--- src/rtl/eth_pkg.sv ---
// Shared Ethernet definitions: receive FSM states, RMII dibit codes, CRC-32 constants,
// error codes and the byte-wide CRC update helper.
package eth_pkg;

  typedef enum logic [2:0] {
    ST_DROP      = 3'd0,
    ST_IDLE      = 3'd1,
    ST_PREAMBLE  = 3'd2,
    ST_DATA      = 3'd3,
    ST_DROP_LONG = 3'd4
  } rx_state_t;

  localparam logic [1:0]  ETH_IDLE_DIBIT     = 2'b00;
  localparam logic [1:0]  ETH_PREAMBLE_DIBIT = 2'b01;
  localparam logic [1:0]  ETH_SFD_DIBIT      = 2'b11;

  localparam logic [31:0] ETH_CRC_POLY    = 32'hEDB8_8320;
  localparam logic [31:0] ETH_CRC_INIT    = 32'hFFFF_FFFF;
  localparam logic [31:0] ETH_CRC_RESIDUE = 32'hDEBB_20E3;

  localparam logic [1:0]  ETH_ERR_OK    = 2'd0;
  localparam logic [1:0]  ETH_ERR_CRC   = 2'd1;
  localparam logic [1:0]  ETH_ERR_ALIGN = 2'd2;
  localparam logic [1:0]  ETH_ERR_LEN   = 2'd3;

  // Reflected CRC-32, one byte per call, LSB of the byte first.
  function automatic logic [31:0] crc32_byte(input logic [31:0] crc, input logic [7:0] data);
    logic [31:0] c;
    c = crc;
    for (int i = 0; i < 8; i++) begin
      if (c[0] ^ data[i]) begin
        c = {1'b0, c[31:1]} ^ ETH_CRC_POLY;
      end else begin
        c = {1'b0, c[31:1]};
      end
    end
    return c;
  endfunction

endpackage

--- src/rtl/eth_crc32.sv ---
// Byte-wide single-cycle CRC-32 register (reflected, init all-ones); shared with the TX path.
module eth_crc32 import eth_pkg::*; (
  input  logic        clk,
  input  logic        rst,
  input  logic        init,
  input  logic        en,
  input  logic [7:0]  data,
  output logic [31:0] crc
);

  logic [31:0] crc_r;

  // CRC register: init has priority over a byte update.
  always_ff @(posedge clk or posedge rst) begin
    if (rst) begin
      crc_r <= ETH_CRC_INIT;
    end else if (init) begin
      crc_r <= ETH_CRC_INIT;
    end else if (en) begin
      crc_r <= crc32_byte(crc_r, data);
    end else begin
      crc_r <= crc_r;
    end
  end

  assign crc = crc_r;

endmodule

--- src/rtl/eth_rmii_rx.sv ---
// RMII 100 Mb/s receive front end: strips preamble/SFD, assembles bytes, reports length and errors.
// Define ETH_RX_CRC_CHECK_EN to build the FCS residue check (error code 1).
module eth_rmii_rx import eth_pkg::*; #(
  parameter int MIN_FRAME_LEN = 64,
  parameter int MAX_FRAME_LEN = 1518
) (
  input  logic        Eth_Clk,
  input  logic        Eth_Rst,
  input  logic        Crs_Dv,
  input  logic [1:0]  Rxd,
  output logic [7:0]  Rx_Byte,
  output logic        Rx_Byte_Vld,
  output logic        Rx_Sof,
  output logic        Rx_Eof,
  output logic [10:0] Rx_Len,
  output logic [1:0]  Rx_Err_Code
);

  localparam logic [10:0] MIN_LEN = 11'(MIN_FRAME_LEN);
  localparam logic [10:0] MAX_LEN = 11'(MAX_FRAME_LEN);

  rx_state_t   state_r;
  logic [1:0]  dibit_cnt_r;
  logic [5:0]  byte_sh_r;
  logic [10:0] byte_cnt_r;
  logic [7:0]  byte_s;
  logic        crc_bad_s;
  logic [1:0]  err_code_s;

  // Dibits arrive LSB-first, so the fourth dibit completes bits [7:6].
  assign byte_s = {Rxd, byte_sh_r};

`ifdef ETH_RX_CRC_CHECK_EN
  logic        crc_init_s;
  logic        crc_en_s;
  logic [31:0] crc_s;

  assign crc_init_s = (state_r == ST_PREAMBLE) && Crs_Dv && (Rxd == ETH_SFD_DIBIT);
  assign crc_en_s   = (state_r == ST_DATA) && Crs_Dv && (dibit_cnt_r == 2'd3) &&
                      (byte_cnt_r != MAX_LEN);

  eth_crc32 u_crc (
    .clk  (Eth_Clk),
    .rst  (Eth_Rst),
    .init (crc_init_s),
    .en   (crc_en_s),
    .data (byte_s),
    .crc  (crc_s)
  );

  assign crc_bad_s = (crc_s != ETH_CRC_RESIDUE);
`else
  assign crc_bad_s = 1'b0;
`endif

  // Frame-end status for a normal DATA exit, in priority order length > alignment > CRC.
  always_comb begin
    err_code_s = ETH_ERR_OK;
    if (byte_cnt_r < MIN_LEN) begin
      err_code_s = ETH_ERR_LEN;
    end else if (dibit_cnt_r != 2'd0) begin
      err_code_s = ETH_ERR_ALIGN;
    end else if (crc_bad_s) begin
      err_code_s = ETH_ERR_CRC;
    end else begin
      err_code_s = ETH_ERR_OK;
    end
  end

  // Receive FSM with registered byte strobe, frame markers and status.
  always_ff @(posedge Eth_Clk or posedge Eth_Rst) begin
    if (Eth_Rst) begin
      state_r     <= ST_DROP;
      dibit_cnt_r <= 2'd0;
      byte_sh_r   <= 6'd0;
      byte_cnt_r  <= 11'd0;
      Rx_Byte     <= 8'd0;
      Rx_Byte_Vld <= 1'b0;
      Rx_Sof      <= 1'b0;
      Rx_Eof      <= 1'b0;
      Rx_Len      <= 11'd0;
      Rx_Err_Code <= 2'd0;
    end else begin
      Rx_Byte_Vld <= 1'b0;
      Rx_Sof      <= 1'b0;
      Rx_Eof      <= 1'b0;
      case (state_r)
        ST_DROP: begin
          if (!Crs_Dv) begin
            state_r <= ST_IDLE;
          end
        end
        ST_IDLE: begin
          if (Crs_Dv) begin
            if (Rxd == ETH_PREAMBLE_DIBIT) begin
              state_r <= ST_PREAMBLE;
            end else if (Rxd != ETH_IDLE_DIBIT) begin
              state_r <= ST_DROP;
            end
          end
        end
        ST_PREAMBLE: begin
          if (!Crs_Dv) begin
            state_r <= ST_IDLE;
          end else if (Rxd == ETH_SFD_DIBIT) begin
            state_r     <= ST_DATA;
            dibit_cnt_r <= 2'd0;
            byte_cnt_r  <= 11'd0;
          end else if (Rxd != ETH_PREAMBLE_DIBIT) begin
            state_r <= ST_DROP;
          end
        end
        ST_DATA: begin
          if (!Crs_Dv) begin
            state_r     <= ST_IDLE;
            Rx_Eof      <= 1'b1;
            Rx_Len      <= byte_cnt_r;
            Rx_Err_Code <= err_code_s;
          end else if (dibit_cnt_r == 2'd3) begin
            dibit_cnt_r <= 2'd0;
            // A byte beyond the maximum is never strobed; the frame is flushed as oversize.
            if (byte_cnt_r == MAX_LEN) begin
              state_r <= ST_DROP_LONG;
            end else begin
              Rx_Byte     <= byte_s;
              Rx_Byte_Vld <= 1'b1;
              Rx_Sof      <= (byte_cnt_r == 11'd0);
              if (byte_cnt_r != 11'h7FF) begin
                byte_cnt_r <= byte_cnt_r + 11'd1;
              end
            end
          end else begin
            byte_sh_r   <= {Rxd, byte_sh_r[5:2]};
            dibit_cnt_r <= dibit_cnt_r + 2'd1;
          end
        end
        ST_DROP_LONG: begin
          if (!Crs_Dv) begin
            state_r     <= ST_IDLE;
            Rx_Eof      <= 1'b1;
            Rx_Len      <= MAX_LEN;
            Rx_Err_Code <= ETH_ERR_LEN;
          end
        end
        default: begin
          state_r <= ST_DROP;
        end
      endcase
    end
  end

endmodule

--- config.mk ---
export PLATFORM = sky130hd
export DESIGN_NAME = eth_rmii_rx
export DESIGN_NICKNAME = d
export VERILOG_FILES = /design/src/rtl/eth_pkg.sv /design/src/rtl/eth_crc32.sv /design/src/rtl/eth_rmii_rx.sv
export SDC_FILE = /design/constraint.sdc
export NUM_CORES = 1
export LEC_CHECK = 0
export CAP_MARGIN = 40
export CELL_PAD_IN_SITES_DETAIL_PLACEMENT = 1
export CELL_PAD_IN_SITES_GLOBAL_PLACEMENT = 1
export CORE_ASPECT_RATIO = 1.75
export CORE_MARGIN = 4
export CORE_UTILIZATION = 39
export CTS_CLUSTER_SIZE = 30
export DETAILED_ROUTE_END_ITERATION = 10
export MAX_ROUTING_LAYER = met4
export PLACE_DENSITY_LB_ADDON = 0.1
export SYNTH_ARGS = -nofsm -noshare
export SYNTH_HDL_FRONTEND = slang
export SYNTH_SLANG_ARGS = --single-unit
--- constraint.sdc ---
create_clock -name Eth_Clk -period 1.7 [get_ports Eth_Clk]
set_input_delay 0.17 -clock Eth_Clk [delete_from_list [all_inputs] [get_ports Eth_Clk]]
set_output_delay 0.17 -clock Eth_Clk [all_outputs]
set_load 0.005 [all_outputs]
==> results of run 1 <==
## Yosys cell counts, types with 2 or more instances
| cell | n | area share, % |
|---|---|---|
| nor3b_1 | 6 | 1.9 |
| nor2_1 | 5 | 0.81 |
| a21o_1 | 2 | 0.65 |
| or2_2 | 4 | 1.1 |
| o221ai_1 | 7 | 2.6 |
| nand2_1 | 21 | 3.4 |
| mux2_2 | 14 | 6.8 |
| nor4_1 | 4 | 1.1 |
| buf_2 | 5 | 1.1 |
| buf_4 | 2 | 0.65 |
| or3_1 | 2 | 0.54 |
| nand3b_1 | 4 | 1.3 |
| and3_1 | 3 | 0.81 |
| a21oi_1 | 5 | 1.1 |
| nor2b_1 | 4 | 1.1 |
| nand3_1 | 15 | 3.2 |
| ha_1 | 5 | 2.7 |
| dfrtp_1 | 46 | 49 |
| o211ai_1 | 7 | 2.3 |
| nand4_1 | 6 | 1.6 |
| a31oi_1 | 4 | 1.1 |
| buf_6 | 2 | 0.97 |
| inv_1 | 14 | 2.3 |
| o21ai_0 | 9 | 1.9 |
## stage by stage
stage | power (mW) | setup TNS, ps | hold WS [ps]
2_1_floorplan | 2.51 | 0 | 316
3_3_place_gp | 3.25 | -706 | 475
3_5_place_dp | 3.31 | -1390 | 483
4_1_cts | 4.18 | 0 | 223
5_1_grt | 4.53 | -2760 | 234
6_report | 4.21 | -145 | 208
## what timing repair did
| item | 4_1_cts | 5_1_grt |
|---|---|---|
| gates resized for setup | 21 | 11 |
| buffers inserted | 5 | 0 |
| pin swaps | 7 | 8 |
| setup endpoints to repair | 21 | 26 |
## tightest hold or removal path, delay by kind of cell
kind,cells,cell delay [ps]
buffers and inverters,3,720
## cell type report
type	instances	share of cell area [%]
clock buffer	6	2.60
clock inverter	2	0.394
inverter	14	1.65
multi-input combinational	148	37.1
sequential	46	36.3
tap	78	3.07
timing repair buffer	68	18.9
## flip-flops by register name, summed over array words and instances (netlist names)
register and cells:
Rx_Len 11, byte_cnt_r 11, Rx_Byte 8, byte_sh_r 6
state_r 3, Rx_Err_Code 2, dibit_cnt_r 2, Rx_Byte_Vld 1
Rx_Eof 1, Rx_Sof 1
## worst max path at each step
stage,from,end,slack [ps],depth (start not counted)
after floorplan,byte_cnt_r[0],Rx_Byte[0],60,6
after global placement,Crs_Dv,Rx_Sof,-60,5
after detailed placement,Rxd[0],byte_cnt_r[0],-90,5
after CTS,byte_cnt_r[0],Rx_Byte[5],7,7
after global routing,byte_cnt_r[0],byte_cnt_r[3],-160,7
final,byte_cnt_r[0],byte_cnt_r[9],-30,7
## logic make-up (layout without fill, tap and decap cells)
kind of cell / after synthesis / in the layout / synth area share (%)
AND/OR/NAND/NOR: 86 / 86 / 22.2
adder cells (fa/ha/maj): 5 / 5 / 2.69
multiplexers: 14 / 14 / 6.78
AO/OA/AOI/OAI: 43 / 43 / 13.4
flip-flops: 46 / 46 / 49.5
buffers and inverters: 25 / 90 / 5.43
## per-layer routing
layer  routed length, µm  vias to the layer above  share of wire (%)  track usage, %
met4                 263                        0                4.2            10.9
met1                2390                      969                 38            21.2
li1                    -                      926                  -               -
met3                 158                       19                2.5            2.74
met2                3460                       37                 55            34.3
met5                   0                        -                  0               -
## power groups by stage
stage	logic (mW)	clock network [mW]	registers [mW]
after floorplan	0.876	0	1.64
after global placement	1.58	0	1.67
after detailed placement	1.63	0	1.68
after CTS	1.78	0.732	1.67
after global routing	2.02	0.774	1.73
final	1.83	0.709	1.67
==> impl_metrics.tcl, run 1 <==
set metrics [dict create \
    fin_util_pct 54.5 \
    hold_path.class "in -> async" \
    dieArea_um2 7310 \
    yosysWarningCount 0 \
    fillers 661 \
    rsz0062_at_grt "yes" \
    clock.fmax_mhz 577 \
    synth_cell_types 47 \
    setup_slack_ps -33.3 \
    fin_crit_ps 1730 \
    worstPathCellList "inv_2 -> ha_4 -> nor3b_4 -> buf_6 -> o211ai_4 -> a22o_4 -> o221ai_1" \
    placedInstanceArea_um2 2910 \
    vdd_drop_max_v 0.000541 \
    period_share_pct 102 \
    stdcell_count 362 \
    finalClockSkew_ps 9.67 \
    combPwrFrac_pct 43.5 \
    crit_buf_inv 2 \
    violations "setup timing" \
    clk_latency_ps 300 \
    cap_violations 0 \
    r2r_setup_slack_ps -30 \
    syn_area_um2 2330 \
    path_class "reg -> reg" \
    dpl.cell_count 349 \
    grt_use_total_pct 19.7 \
    start_kind "flip-flop" \
    ant_nets 0 \
    most-common-layout-cells "dfrtp_1 (43), buf_4 (37), clkdlybuf4s50_1 (28)" \
    wl_mm 6.27 \
    design_area_um2 3180 \
    diodes 0 \
    cts_buffers 5 \
    grt_pass1_wl_mm 10.6 \
    outcome "finished with violations" \
    worst-path-max-fanout 8 \
    rows 37 \
    via_per_inst 5.39 \
    ys_seq_area_share_pct 49.5 \
    core_area_um2 5830 \
    worst_slew_pin_slew_ps 386 \
    swShare_pct 35.7 \
    synth_area_per_cell_um2 10.6 \
    vias 1951 \
    drive_gt1_share_pct 35.2 \
    p_clk_share_pct 16.8 \
    preCtsSetupSlack_ps -94.5 \
    internal-power_mw 2.71 \
    crit_arrival_ps 1950 \
    async_flop_share_pct 100 \
    max-slew-margin-rel_pct 74.2 \
    grt_max_degree 47 \
    setup_violations 12 \
    grt_antenna_before_repair 0 \
    grt_pass1_vias 2152 \
    drt_iter0_drc 84 \
    routedWlPerCell_um 17.3 \
    h-tree-depth 2 \
    synth_cells 219 \
    ys_seq_elements 46 \
    power_density_nw_per_um2 1330 \
    drc 0 \
    cts_tree "done" \
    clkTransAtPathRegs_ps 90 \
    leakagePower_nw 1.40 \
    nets 293 \
    worstRegToRegCells 7 \
    regArea_um2 1150 \
    dieWidth_um 66.4 \
    die_y_um 110 \
    cp_slowest_cell "dfrtp_1" \
    dp_hpwl_mm 4.58 \
    pwr-share-seq_pct 39.7 \
    io_buffer_count 28 \
    grt_overflow 0 \
    synth_ff_type "dfrtp_1" \
    setup.worst_path.end_class "flip-flop" \
    synth_enable_flop_cells 0 \
    required_ps 1910 \
    finalHoldViolations 0 \
    start_util_pct 39.9 \
    path_delay_family "compound AO/OA/AOI/OAI gates" \
    critPathMaxStageDelay_ps 410 \
    layout_commonest_cell "dfrtp_1" \
    drtPass1Iterations 4 \
    hold_buffers 0 \
    cts_buffer_depth 2 \
    final_max_slew_viol_count 0 \
    timing.rr.end "byte_cnt_r[9]" \
    place_congestion 0.897 \
    ios 29 \
    area_growth_pct 36.7 \
    r2r-start "byte_cnt_r[0]" \
    multi_input_area_um2 1180 \
    root_buffer "clkbuf_8" \
    syn-num-nets 229 \
    p_sw_mw 1.51 \
    cts.sinks 46 \
]
No activity file was read; power rests on OpenSTA's default activity.
==> inputs of run 2 (changes only) <==
Settings changed: CAP_MARGIN 40 to 20.
==> results of run 2 <==
The final DEF is identical to that of run 1; final timing and power are the same.
==> inputs of run 3 (changes only) <==
Settings changed: ABC_CLOCK_PERIOD_IN_PS set to 1700.
==> results of run 3 <==
The final DEF is identical to that of run 1; final timing and power are the same.
